--- src/rtl/dsp_frame_pkg.sv ---
// rtl/dsp_frame_pkg.sv - shared offsets, bit indices and state encoding for the frame sequencer
package dsp_frame_pkg;

  localparam logic [2:0] OFF_CTRL    = 3'd0,
                         OFF_DECIM   = 3'd1,
                         OFF_LEN_L   = 3'd2,
                         OFF_LEN_H   = 3'd3,
                         OFF_STATUS  = 3'd4,
                         OFF_FRM_CNT = 3'd5;

  localparam int CTRL_START = 0;
  localparam int CTRL_CONT  = 1;
  localparam int CTRL_ABORT = 2;

  localparam int STAT_BUSY = 0;
  localparam int STAT_DONE = 1;
  localparam int STAT_IGN  = 2;

  typedef enum logic [1:0] {
    ST_IDLE = 2'd0,
    ST_RUN  = 2'd1
  } frame_state_t;

  // Returns {hit, offset}; the 9-bit subtraction makes addresses below base miss.
  function automatic logic [3:0] reg_decode(input logic [21:0] addr,
                                            input logic [5:0]  dev,
                                            input logic [7:0]  base);
    logic [8:0] rel;
    rel = {1'b0, addr[7:0]} - {1'b0, base};
    return {(addr[21:16] == dev) && (addr[15:8] == 8'h00) && (rel < 9'd6), rel[2:0]};
  endfunction

endpackage

--- src/rtl/dsp_frame_if.sv ---
// rtl/dsp_frame_if.sv - fx register bus plus AD input and sample-memory output streams
interface dsp_frame_if;
  logic        fx_wr;
  logic [21:0] fx_waddr;
  logic [7:0]  fx_data;
  logic        fx_rd;
  logic [21:0] fx_raddr;
  logic [7:0]  fx_q;
  logic [15:0] ad_data;
  logic        ad_vld;
  logic [15:0] sm_data;
  logic        sm_vld;
  logic        sm_sof;
  logic        sm_eof;

  modport master (
    output fx_wr, fx_waddr, fx_data, fx_rd, fx_raddr, ad_data, ad_vld,
    input  fx_q, sm_data, sm_vld, sm_sof, sm_eof
  );

  modport slave (
    input  fx_wr, fx_waddr, fx_data, fx_rd, fx_raddr, ad_data, ad_vld,
    output fx_q, sm_data, sm_vld, sm_sof, sm_eof
  );
endinterface

--- src/rtl/dsp_frame_regs.sv ---
// rtl/dsp_frame_regs.sv - fx decode, register file, sticky status and command pulses
module dsp_frame_regs
  import dsp_frame_pkg::*;
#(
  parameter logic [7:0] REG_BASE = 8'h10,
  parameter int         LEN_W    = 16
) (
  input  logic             clk_sys,
  input  logic             rst_n,
  input  logic [5:0]       dev_id,
  input  logic             fx_wr,
  input  logic [21:0]      fx_waddr,
  input  logic [7:0]       fx_data,
  input  logic             fx_rd,
  input  logic [21:0]      fx_raddr,
  output logic [7:0]       fx_q,
  input  logic             busy,
  input  logic             done_set,
  input  logic             done_clr,
  input  logic             ign_set,
  input  logic [7:0]       frm_cnt,
  output logic             start_pulse,
  output logic             abort_pulse,
  output logic             cont,
  output logic [7:0]       decim,
  output logic [LEN_W-1:0] len
);

  logic [3:0] wdec;
  logic [3:0] rdec;
  logic [7:0] len_l;
  logic [7:0] len_h;
  logic       done;
  logic       start_ign;
  logic       ctrl_wr;
  logic       status_rd;
  logic [7:0] rdata;

  assign wdec      = reg_decode(fx_waddr, dev_id, REG_BASE);
  assign rdec      = reg_decode(fx_raddr, dev_id, REG_BASE);
  assign ctrl_wr   = fx_wr && wdec[3] && (wdec[2:0] == OFF_CTRL);
  assign status_rd = fx_rd && rdec[3] && (rdec[2:0] == OFF_STATUS);

  // ABORT outranks START when both arrive in the same CTRL write.
  assign abort_pulse = ctrl_wr && fx_data[CTRL_ABORT];
  assign start_pulse = ctrl_wr && fx_data[CTRL_START] && !fx_data[CTRL_ABORT];
  assign len         = LEN_W'({len_h, len_l});

  always_comb begin
    rdata = 8'h00;
    case (rdec[2:0])
      OFF_DECIM:   rdata = decim;
      OFF_LEN_L:   rdata = len_l;
      OFF_LEN_H:   rdata = len_h;
      OFF_STATUS: begin
        rdata[STAT_BUSY] = busy;
        rdata[STAT_DONE] = done;
        rdata[STAT_IGN]  = start_ign;
      end
      OFF_FRM_CNT: rdata = frm_cnt;
      default:     rdata = 8'h00;
    endcase
  end

  always_ff @(posedge clk_sys or negedge rst_n) begin
    if (!rst_n) begin
      cont      <= 1'b0;
      decim     <= 8'h00;
      len_l     <= 8'h00;
      len_h     <= 8'h00;
      done      <= 1'b0;
      start_ign <= 1'b0;
      fx_q      <= 8'h00;
    end else begin
      if (fx_wr && wdec[3]) begin
        case (wdec[2:0])
          OFF_CTRL:  cont  <= fx_data[CTRL_CONT];
          OFF_DECIM: decim <= fx_data;
          OFF_LEN_L: len_l <= fx_data;
          OFF_LEN_H: len_h <= fx_data;
          default:   ;
        endcase
      end
      if (done_set)
        done <= 1'b0 | 1'b1;
      else if (done_clr)
        done <= 1'b0;
      // A new ignored START in the same cycle as the clearing read survives.
      if (ign_set)
        start_ign <= 1'b1;
      else if (status_rd)
        start_ign <= 1'b0;
      fx_q <= (fx_rd && rdec[3]) ? rdata : 8'h00;
    end
  end

endmodule

--- src/rtl/dsp_frame_ctrl.sv ---
// rtl/dsp_frame_ctrl.sv - gates, decimates and frames the AD stream toward sample memory
module dsp_frame_ctrl
  import dsp_frame_pkg::*;
#(
  parameter logic [7:0] REG_BASE = 8'h10,
  parameter int         LEN_W    = 16
) (
  input  logic        clk_sys,
  input  logic        rst_n,
  input  logic [5:0]  dev_id,
  dsp_frame_if.slave  bus,
  output logic        busy
);

  frame_state_t     state;
  logic [7:0]       dcnt;
  logic [LEN_W-1:0] scnt;
  logic [LEN_W-1:0] len_s;
  logic [7:0]       decim_s;
  logic [7:0]       frm_cnt;
  logic [15:0]      sm_data_q;
  logic             sm_vld_q;
  logic             sm_sof_q;
  logic             sm_eof_q;

  logic             start_pulse;
  logic             abort_pulse;
  logic             cont;
  logic [7:0]       decim;
  logic [LEN_W-1:0] len;
  logic [7:0]       fx_q;
  logic             last_s;
  logic             fwd;
  logic             reload;
  logic             done_set;
  logic             done_clr;
  logic             ign_set;

  dsp_frame_regs #(
    .REG_BASE (REG_BASE),
    .LEN_W    (LEN_W)
  ) u_regs (
    .clk_sys     (clk_sys),
    .rst_n       (rst_n),
    .dev_id      (dev_id),
    .fx_wr       (bus.fx_wr),
    .fx_waddr    (bus.fx_waddr),
    .fx_data     (bus.fx_data),
    .fx_rd       (bus.fx_rd),
    .fx_raddr    (bus.fx_raddr),
    .fx_q        (fx_q),
    .busy        (busy),
    .done_set    (done_set),
    .done_clr    (done_clr),
    .ign_set     (ign_set),
    .frm_cnt     (frm_cnt),
    .start_pulse (start_pulse),
    .abort_pulse (abort_pulse),
    .cont        (cont),
    .decim       (decim),
    .len         (len)
  );

  assign busy        = (state == ST_RUN);
  assign bus.fx_q    = fx_q;
  assign bus.sm_data = sm_data_q;
  assign bus.sm_vld  = sm_vld_q;
  assign bus.sm_sof  = sm_sof_q;
  assign bus.sm_eof  = sm_eof_q;

  // Sticky-bit events are combinational so STATUS reflects them on the very next read.
  assign last_s   = (scnt == len_s - LEN_W'(1));
  assign fwd      = (state == ST_RUN) && bus.ad_vld && (dcnt == 8'd0) && !abort_pulse;
  assign reload   = cont && (len != '0);
  assign done_set = fwd && last_s && !reload;
  assign done_clr = start_pulse && (state == ST_IDLE);
  assign ign_set  = start_pulse && ((state == ST_RUN) || (len == '0));

  always_ff @(posedge clk_sys or negedge rst_n) begin
    if (!rst_n) begin
      state     <= ST_IDLE;
      dcnt      <= 8'd0;
      scnt      <= '0;
      len_s     <= '0;
      decim_s   <= 8'd0;
      frm_cnt   <= 8'd0;
      sm_data_q <= 16'h0000;
      sm_vld_q  <= 1'b0;
      sm_sof_q  <= 1'b0;
      sm_eof_q  <= 1'b0;
    end else begin
      sm_vld_q <= 1'b0;
      sm_sof_q <= 1'b0;
      sm_eof_q <= 1'b0;
      if (abort_pulse) begin
        state <= ST_IDLE;
      end else begin
        case (state)
          ST_IDLE: begin
            if (start_pulse && (len != '0)) begin
              state   <= ST_RUN;
              len_s   <= len;
              decim_s <= decim;
              scnt    <= '0;
              dcnt    <= 8'd0;
            end
          end
          ST_RUN: begin
            if (bus.ad_vld) begin
              if (dcnt != 8'd0) begin
                dcnt <= dcnt - 8'd1;
              end else begin
                sm_data_q <= bus.ad_data;
                sm_vld_q  <= 1'b1;
                sm_sof_q  <= (scnt == '0);
                sm_eof_q  <= last_s;
                if (!last_s) begin
                  scnt <= scnt + LEN_W'(1);
                  dcnt <= decim_s;
                end else begin
                  // Frame boundary: counters restart and shadows pick up pending writes.
                  frm_cnt <= frm_cnt + 8'd1;
                  scnt    <= '0;
                  dcnt    <= 8'd0;
                  if (reload) begin
                    len_s   <= len;
                    decim_s <= decim;
                  end else begin
                    state <= ST_IDLE;
                  end
                end
              end
            end
          end
          default: state <= ST_IDLE;
        endcase
      end
    end
  end

endmodule

--- src/flat_wrapper.sv ---
// flat-port wrapper written by rule: the top's interface ports become plain ports
module dsp_frame_ctrl_flat import dsp_frame_pkg::*;
#(
  parameter logic [7:0] REG_BASE = 8'h10,
  parameter int         LEN_W    = 16
)
  (clk_sys, rst_n, dev_id, busy, bus_fx_wr, bus_fx_waddr, bus_fx_data, bus_fx_rd, bus_fx_raddr, bus_ad_data, bus_ad_vld, bus_fx_q, bus_sm_data, bus_sm_vld, bus_sm_sof, bus_sm_eof);
  dsp_frame_if bus_i ();
  input  logic clk_sys;
  input  logic rst_n;
  input  logic [5:0] dev_id;
  output logic busy;
  input wire logic [$bits(bus_i.fx_wr)-1:0] bus_fx_wr;
  input wire logic [$bits(bus_i.fx_waddr)-1:0] bus_fx_waddr;
  input wire logic [$bits(bus_i.fx_data)-1:0] bus_fx_data;
  input wire logic [$bits(bus_i.fx_rd)-1:0] bus_fx_rd;
  input wire logic [$bits(bus_i.fx_raddr)-1:0] bus_fx_raddr;
  input wire logic [$bits(bus_i.ad_data)-1:0] bus_ad_data;
  input wire logic [$bits(bus_i.ad_vld)-1:0] bus_ad_vld;
  output wire logic [$bits(bus_i.fx_q)-1:0] bus_fx_q;
  output wire logic [$bits(bus_i.sm_data)-1:0] bus_sm_data;
  output wire logic [$bits(bus_i.sm_vld)-1:0] bus_sm_vld;
  output wire logic [$bits(bus_i.sm_sof)-1:0] bus_sm_sof;
  output wire logic [$bits(bus_i.sm_eof)-1:0] bus_sm_eof;
  assign bus_i.fx_wr = bus_fx_wr;
  assign bus_i.fx_waddr = bus_fx_waddr;
  assign bus_i.fx_data = bus_fx_data;
  assign bus_i.fx_rd = bus_fx_rd;
  assign bus_i.fx_raddr = bus_fx_raddr;
  assign bus_i.ad_data = bus_ad_data;
  assign bus_i.ad_vld = bus_ad_vld;
  assign bus_fx_q = bus_i.fx_q;
  assign bus_sm_data = bus_i.sm_data;
  assign bus_sm_vld = bus_i.sm_vld;
  assign bus_sm_sof = bus_i.sm_sof;
  assign bus_sm_eof = bus_i.sm_eof;
  dsp_frame_ctrl #(.REG_BASE(REG_BASE), .LEN_W(LEN_W)) u_core (.clk_sys(clk_sys), .rst_n(rst_n), .dev_id(dev_id), .bus(bus_i), .busy(busy));
endmodule
--- config.mk ---
export PLATFORM = sky130hd
export DESIGN_NAME = dsp_frame_ctrl_flat
export DESIGN_NICKNAME = d
export VERILOG_FILES = /design/src/rtl/dsp_frame_pkg.sv /design/src/rtl/dsp_frame_if.sv /design/src/rtl/dsp_frame_regs.sv /design/src/rtl/dsp_frame_ctrl.sv /design/src/flat_wrapper.sv
export SDC_FILE = /design/constraint.sdc
export NUM_CORES = 1
export LEC_CHECK = 0
export ABC_AREA = 1
export CAP_MARGIN = 15
export CORE_ASPECT_RATIO = 0.7
export CORE_MARGIN = 5
export CORE_UTILIZATION = 31
export DETAILED_ROUTE_END_ITERATION = 12
export DONT_BUFFER_PORTS = 1
export HOLD_SLACK_MARGIN = 0.15
export PLACE_DENSITY_LB_ADDON = 0.15
export SYNTH_ARGS = -nofsm -noshare
export SYNTH_HDL_FRONTEND = slang
export SYNTH_SLANG_ARGS = --single-unit
--- constraint.sdc ---
create_clock -name clk_sys -period 6.6 [get_ports clk_sys]
set_clock_uncertainty 0.15 [all_clocks]
set_input_delay 0.66 -clock clk_sys [delete_from_list [all_inputs] [get_ports clk_sys]]
set_output_delay 0.66 -clock clk_sys [all_outputs]
set_load 0.05 [all_outputs]
==> results.yml, run 1 <==
run_status:
  status: "completed"
worst_setup_path:
  reg2regPathDepth: 13
  crit_family: "simple AND/OR/NAND/NOR gates"
  r2r-end: "u_core.frm_cnt[5]"
  slowest_delay_ns: 0.54
  crit_start: "u_core.dcnt[0]"
  path_buf_inv: 5
  critPathMaxFanout: 19
  crit_top_cell: "inv_1"
  rrSetupSlack_ns: 3.51
  arrival_ns: 3.19
  critPathKind: "reg -> reg"
  cp.required_ns: 6.71
  endpoint_kind: "flip-flop"
  r2r_start: "u_core.dcnt[0]"
  path_cells: "inv_1 -> ha_1 -> inv_1 -> nor4_4 -> inv_2 -> nor2_1 -> inv_1 -> nor2_4 -> nand2_2 -> nor2_1 -> nand2_1 -> nand2_1 -> inv_1"
  cp_slowest_cell: "nor2_4"
  start_kind: "flip-flop"
floorplan:
  rows: 44
  die_width_um: 184.7
  core_area_um2: 20870
  num_io_pins: 107
  die_area_um2: 24440
  die_h_um: 132.3
  initial_utilization_pct: 31.75
power:
  total_power_mw: 1.597
  p_int_mw: 1.098
  p_per_area_nw_per_um2: 221.3
  clkPwrFrac_pct: 36.9
  combPwrFrac_pct: 13.0
  leakagePower_nw: 3.573
  peakVddDrop_v: 0.0001158
  seqPwrFrac_pct: 50.2
  p_switching_mw: 0.4986
  swShare_pct: 31.23
placement:
  place_area_um2: 6863
  dp_cells: 1138
  pre_cts_slack_ns: 3.105
  place_congestion: 0.8383
  io_buffers: 0
  post-dp-hpwl_um: 14650
clock_network:
  clk_pin_slew_ns: 0.08
  tritoncts: "done"
  numCtsBuffers: 9
  clk_latency_ns: 0.36
  cts_sinks: 111
  root_buffer: "clkbuf_16"
  cts_setup_buffers: 0
  htreeDepth: 3
  clockBufferDepth: 2
detailed_routing:
  wire_per_inst_um: 16.71
  postRouteAntennaNets: 0
  drc_errors: 0
  drtPass1Iterations: 4
  vias: 5609
  dr.first_iter.drc_count: 352
  via_per_inst: 4.852
  routed_wl_um: 19320
final_layout:
  stdcell_area_um2: 7216
  drive_above_1_share_pct: 7.841
  fin_nets: 963
  final_common_cell: "nand2_1"
  final_cell_mix: "nand2_1, dfrtp_1, inv_1"
  fin_cells: 1156
  antennaDiodeCount: 0
  nFillCells: 2216
  areaGrowthSynthToFinish_pct: 8.914
yosys:
  avgSynthCellArea_um2: 7.520
  ys_async_sr_fraction_pct: 100.0
  synth_edf_count: 0
  synthFlopType: "dfrtp_1"
  synth_cell_type_count: 42
  synth.cell_area_um2: 6625
  synth-seq-cells: 111
  synth_cells: 881
  synth_warnings: 0
  seq_area_frac_synth_pct: 41.93
  syn_nets: 969
hold_path:
  holdCritPathClass: "in -> reg"
  hold_start: "bus_fx_data[1]"
  min_to: "u_core.u_regs.cont"
  hold_depth: 2
timing:
  period_minus_slack_ns: 3.086
  rsz0062_at_grt: "no"
  clock.fmax_ghz: 0.3240
  setup_violations: 0
  relSlewSlack_pct: 42.72
  fin_ws_ns: 3.514
  min_period_over_period_pct: 46.76
  worst_pin_slew_ns: 0.8572
  setup_tns_ns: 0
  drv_slew: 0
  hold_viol_final: 0
global_route:
  first_global_vias: 5398
  grt_pass1_wl_um: 31020
  grt_max_degree: 112
  grt_util_all_layers_pct: 16.16
  gr-total-overflow: 0
  antenna_found_initial: 0
job:
  max-cap-violations: 0
-- synth_stat cells (9+ instances only) --
cell type | number | area, um2
nand3_1 | 67 | 335.3
xor2_1 | 18 | 157.7
ha_1 | 9 | 112.6
nand2_1 | 261 | 979.7
a21oi_1 | 15 | 75.07
mux2_2 | 14 | 157.7
nor2_1 | 85 | 319.1
dfrtp_1 | 111 | 2778
o21ai_0 | 66 | 330.3
nand4_1 | 15 | 93.84
inv_1 | 94 | 352.8
xnor2_1 | 15 | 131.4
nor4_1 | 11 | 68.82
-- registers in the layout, summed over array words and instances, names as in the netlist, 8 cells and up --
signal,count
u_core.len_s,16
u_core.decim_s,8
u_core.u_regs.len_l,8
u_core.scnt,16
u_core.u_regs.decim,8
u_core.u_regs.fx_q,8
u_core.bus.sm_data,16
u_core.dcnt,8
u_core.u_regs.len_h,8
u_core.frm_cnt,8
-- power groups by stage --
stage	registers (mW)	logic, mW	clock network (mW)
floorplan	0.788	0.152	0
global placement	0.814	0.191	0
detailed placement	0.813	0.190	0
CTS	0.800	0.208	0.611
global route	0.805	0.239	0.635
finish	0.801	0.208	0.588
-- worst max-delay path by stage --
stage	to	depth (start not counted)
floorplan	u_core.len_s[3]	18
global placement	u_core.len_s[4]	17
detailed placement	u_core.len_s[7]	17
CTS	u_core.frm_cnt[5]	13
global route	u_core.decim_s[5]	17
finish	u_core.frm_cnt[5]	13
-- cell families (layout without fill, tap and decap cells) --
kind of cell | Yosys count | in the layout | share of synthesized area [%]
compound gates | 100 | 100 | 8.234
xor+xnor | 34 | 34 | 4.608
fa+ha+maj | 9 | 9 | 1.700
buf+inv | 121 | 120 | 7.517
flops | 111 | 111 | 41.93
mux | 16 | 16 | 2.720
simple gates | 490 | 490 | 33.30
-- worst register-to-register path, delay by kind of cell, from the launching register on --
kind	cells	cell delay [ns]
and+or+nand+nor	7	1.79
DFF	1	0.38
adders and majority gates	1	0.15
buffers and inverters	5	0.51
-- cell type report --
cell class                      instances  area [um2]  share of cell area [%]
Timing Repair Buffer                    4       52.55                  0.7283
Inverter                              100       375.4                   5.202
Sequential cell                       111        2778                   38.49
Multi-Input combinational cell        649        3349                   46.42
Tap cell                              276       345.3                   4.786
Clock buffer                           11       242.7                   3.364
Clock inverter                          5       72.57                   1.006
-- per-stage QoR --
stage                     util (%)  hold WS (ns)
after global routing         34.58        0.2571
final                        34.58        0.2725
after floorplan                  -        0.2144
after global placement       32.89        0.2183
after CTS                    34.58        0.2528
after detailed placement     32.89        0.2178
-- per-layer routing --
metal	up-vias	GRT usage, %	part of all wire [%]
met5	-	0	0
met4	0	3.545	0.77
met3	11	4.247	6.5
met2	130	21.06	39
met1	2639	26.14	54
li1	2829	-	-
-- timing repair --
action,in CTS,in global routing
resized for setup,0,0
hold endpoints to repair,111,0
hold buffers,2,0
No activity file was read; power rests on OpenSTA's default activity.
==> run 2: changes to the inputs <==
Clock period 6.6 ns to 2.9 ns, I/O delays scaled along.
==> results.yml, run 2 (synthesis gave the netlist of run 1 again) <==
detailed_routing:
  drtPass1Iterations: 5
  routed_wl_um: 18970
  postRouteAntennaNets: 0
  via_per_inst: 4.689
  drc_errors: 0
  vias: 5603
  wire_per_inst_um: 15.87
  dr.first_iter.drc_count: 397
global_route:
  grt_pass1_wl_um: 30820
  grt_max_degree: 112
  antenna_found_initial: 0
  first_global_vias: 5529
  gr-total-overflow: 0
  grt_util_all_layers_pct: 15.79
floorplan:
  die_h_um: 132.3
  rows: 44
  initial_utilization_pct: 31.75
  die_area_um2: 24440
  core_area_um2: 20870
  die_width_um: 184.7
  num_io_pins: 107
placement:
  io_buffers: 0
  place_congestion: 0.8538
  post-dp-hpwl_um: 14360
power:
  p_per_area_nw_per_um2: 465.8
  total_power_mw: 3.513
  leakagePower_nw: 3.712
  peakVddDrop_v: 0.0002522
clock_network:
  htreeDepth: 3
  clockBufferDepth: 2
  clk_pin_slew_ns: 0.07
  numCtsBuffers: 9
  clk_latency_ns: 0.36
  cts_hold_buf: 30
  cts_sinks: 111
  cts_setup_buffers: 0
  root_buffer: "clkbuf_16"
  tritoncts: "done"
run_status:
  violations: "negative hold slack"
  status: "finished with violations"
worst_setup_path:
  critPathMaxFanout: 24
  r2r_start: "u_core.len_s[0]"
  arrival_ns: 2.79
  slowest_delay_ns: 0.42
  crit_start: "u_core.len_s[0]"
  endpoint_kind: "flip-flop"
  critPathKind: "reg -> reg"
  cp.required_ns: 3.05
  reg2regPathDepth: 15
  path_cells: "inv_1 -> ha_1 -> nand3_4 -> nor2_2 -> nand2_1 -> nand3_1 -> nand2_1 -> nor2_2 -> nand3_1 -> nor2_4 -> nor2_4 -> nor2_4 -> buf_12 -> nand3_1 -> nand2_1"
  cp_slowest_cell: "dfrtp_1"
  start_kind: "flip-flop"
timing:
  drv_slew: 0
  min_period_over_period_pct: 90.99
  setup_tns_ns: 0
  hold_viol_final: 111
  worst_pin_slew_ns: 0.5995
  clock.fmax_ghz: 0.3790
  relSlewSlack_pct: 59.61
  holdWs_ns: -0.5280
  setup_violations: 0
  period_minus_slack_ns: 2.639
  rsz0062_at_grt: "no"
hold_path:
  holdCritPathClass: "in -> async"
final_layout:
  nFillCells: 2165
  areaGrowthSynthToFinish_pct: 13.84
  drive_above_1_share_pct: 8.814
  final_common_cell: "nand2_1"
  antennaDiodeCount: 0
  final_cell_mix: "nand2_1, dfrtp_1, inv_1"
  fin_nets: 1003
job:
  max-cap-violations: 0
## run 2: changes by cell type in the layout (fill, tap and decap cells not counted), sizes merged
cell and change:
dlygate4sd3 +29, clkinv +1, clkbuf -1, buf +11, bufinv -1
## run 2: power breakdown
group          switching [mW]  internal, mW
clock network           0.623         0.593
logic                   0.272         0.200
registers               0.205          1.62
## run 2: per-layer routing
metal / vias to the layer above / GRT usage, % / routed length, um
li1: 2916 / - / -
met1: 2579 / 25.47 / 10450
met2: 101 / 21.63 / 7444
met3: 7 / 3.199 / 954
met4: 0 / 2.934 / 121
met5: - / 0 / 0
## run 2: metrics by stage
stage | area [um2] | setup WS, ns | utilization [%] | instances
finish | 7542 | 0.2612 | 36.15 | 1195
global route | 7542 | 0.02092 | 36.15 | 1195
CTS | 7537 | 0.2126 | 36.12 | 1195
detailed placement | 6965 | 0.2378 | 33.38 | 1150
global placement | 6965 | 0.2551 | 33.38 | 1150
floorplan | 6625 | 0.5495 | - | 881
## run 2: timing repair
action | 4_1_cts | 5_1_grt
resized for setup | 0 | 2
endpoints found under the hold margin | 160 | 111
endpoints found under the setup margin | 0 | 7
## run 2: worst paths after layout
kind,endpoint,slack [ns]
max reg2reg,u_core.decim_s[0],0.26
max,u_core.decim_s[0],0.26
min in group clk_sys,u_core.u_regs.start_ign,0.16
min,u_core.bus.sm_data[10],-0.53
min reg2reg,u_core.decim_s[6],0.32
max in group asynchronous,u_core.bus.sm_data[2],2.85
## run 2: area by class of cell
| cell class | instances | area, um2 | area share [%] |
|---|---|---|---|
| flip-flops and latches | 111 | 2778 | 36.83 |
| clock buffers | 10 | 229.0 | 3.036 |
| clock inverters | 5 | 42.54 | 0.5640 |
| multi-input cells | 649 | 3354 | 44.48 |
| repair buffers | 44 | 417.9 | 5.541 |
| well taps | 276 | 345.3 | 4.579 |
| inverters | 100 | 375.4 | 4.977 |
## run 2: worst max-delay path, delay by kind of cell, from the launching register on
family,cells,cell delay (ns)
adder cells (fa/ha/maj),1,0.24
flip-flops,1,0.42
buffers and inverters,2,0.29
AND/OR/NAND/NOR,12,1.48
==> run 3: changes to the inputs <==
--- a/constraint.sdc
+++ b/constraint.sdc
@@ -3,3 +3,3 @@
 set_input_delay 0.29 -clock clk_sys [delete_from_list [all_inputs] [get_ports clk_sys]]
 set_output_delay 0.29 -clock clk_sys [all_outputs]
-set_load 0.05 [all_outputs]
+set_load 0.005 [all_outputs]
==> results.yml, run 3 (synthesis gave the netlist of run 1 again) <==
run_status:
  status: "finished with violations"
  violations: "negative hold slack"
hold_path:
  holdCritPathClass: "in -> async"
floorplan:
  initial_utilization_pct: 31.75
  rows: 44
  num_io_pins: 107
  core_area_um2: 20870
  die_h_um: 132.3
  die_area_um2: 24440
  die_width_um: 184.7
timing:
  fin_ws_ns: 0.2347
  min_period_over_period_pct: 91.91
  worst_pin_slew_ns: 0.6219
  setup_tns_ns: 0
  rsz0062_at_grt: "no"
  relSlewSlack_pct: 58.38
  clock.fmax_ghz: 0.3752
  period_minus_slack_ns: 2.665
  hold_viol_final: 111
  setup_violations: 0
  drv_slew: 0
  holdWs_ns: -0.5333
final_layout:
  fin_nets: 1003
  drive_above_1_share_pct: 8.804
  final_cell_mix: "nand2_1, dfrtp_1, inv_1"
  areaGrowthSynthToFinish_pct: 14.26
  final_common_cell: "nand2_1"
  multi_input_area_um2: 3354
  nFillCells: 2204
  stdcell_area_um2: 7570
  antennaDiodeCount: 0
  regArea_um2: 2778
detailed_routing:
  top_layer_used: "met4"
  wl_met2_um: 7531
  drc_errors: 0
  vias: 5759
  wl_met1_um: 10500
  dr.first_iter.drc_count: 434
  postRouteAntennaNets: 0
  dr_wl_met3_um: 999
  via_per_inst: 4.815
  wire_per_inst_um: 16.05
  routed_wl_um: 19190
  drtPass1Iterations: 5
placement:
  place_congestion: 0.8607
  io_buffers: 0
  post-dp-hpwl_um: 14540
  pre_cts_slack_ns: 0.2357
  place_area_um2: 6965
global_route:
  grt_max_degree: 112
  grt_pass1_wl_um: 30700
  grt_util_all_layers_pct: 15.86
  antenna_found_initial: 0
  gr-total-overflow: 0
  first_global_vias: 5452
worst_setup_path:
  crit_start: "u_core.len_s[0]"
  crit_family: "simple AND/OR/NAND/NOR gates"
  r2r_start: "u_core.len_s[0]"
  critPathMaxFanout: 24
  cp.required_ns: 3.05
  slowest_delay_ns: 0.41
  reg2regPathDepth: 15
  path_cells: "inv_1 -> ha_1 -> nand3_4 -> nor2_2 -> nand2_1 -> nand3_1 -> nand2_1 -> nor2_2 -> nand3_1 -> nor2_4 -> nor2_4 -> nor2_4 -> buf_12 -> nand3_1 -> nand2_1"
  rrSetupSlack_ns: 0.23
  critPathKind: "reg -> reg"
  r2r-end: "u_core.decim_s[4]"
  cp_slowest_cell: "dfrtp_1"
  arrival_ns: 2.82
  path_buf_inv: 2
  endpoint_kind: "flip-flop"
  start_kind: "flip-flop"
clock_network:
  cts_hold_buf: 30
  clk_pin_slew_ns: 0.08
  numCtsBuffers: 9
  tritoncts: "done"
  htreeDepth: 3
  cts_setup_buffers: 0
  clk_latency_ns: 0.36
  cts_sinks: 111
  clockBufferDepth: 2
  root_buffer: "clkbuf_16"
power:
  leakagePower_nw: 3.719
  total_power_mw: 3.519
  peakVddDrop_v: 0.0003464
  p_per_area_nw_per_um2: 464.8
job:
  max-cap-violations: 0
-- run 3: cell type report --
cell class	count	area share, %
clock inverters	5	0.8760
well taps	276	4.562
inverters	100	4.959
multi-input cells	649	44.31
clock buffers	11	3.074
repair buffers	44	5.521
flip-flops and latches	111	36.69
-- run 3: routing by layer --
| metal | up-vias | global-route usage, % |
|---|---|---|
| met5 | - | 0 |
| met2 | 135 | 21.67 |
| li1 | 2920 | - |
| met3 | 11 | 3.061 |
| met4 | 0 | 3.138 |
| met1 | 2693 | 25.65 |
-- run 3: how the worst max path moves through the flow --
| stage | end | cells after the start | slack [ns] |
|---|---|---|---|
| 2_1_floorplan | u_core.bus.sm_data[10] | 10 | 0.55 |
| 3_3_place_gp | u_core.len_s[0] | 17 | 0.26 |
| 3_5_place_dp | u_core.frm_cnt[7] | 15 | 0.24 |
| 4_1_cts | u_core.frm_cnt[7] | 15 | 0.22 |
| 5_1_grt | u_core.frm_cnt[7] | 15 | 0.04 |
| 6_report | u_core.decim_s[4] | 15 | 0.23 |
-- run 3: metrics by stage --
stage,utilization [%],instances
after detailed placement,33.38,1150
after CTS,36.26,1196
final,36.28,1196
after floorplan,-,881
after global routing,36.28,1196
after global placement,33.38,1150
-- run 3: power by group --
part	switching [mW]	total (mW)	internal (mW)
clock network	0.621	1.30	0.682
registers	0.118	1.74	1.62
logic	0.276	0.476	0.201
-- run 3: timing repair --
action,CTS,global route
hold endpoints to repair,161,111
gates resized for setup,0,2
setup endpoints to repair,0,4
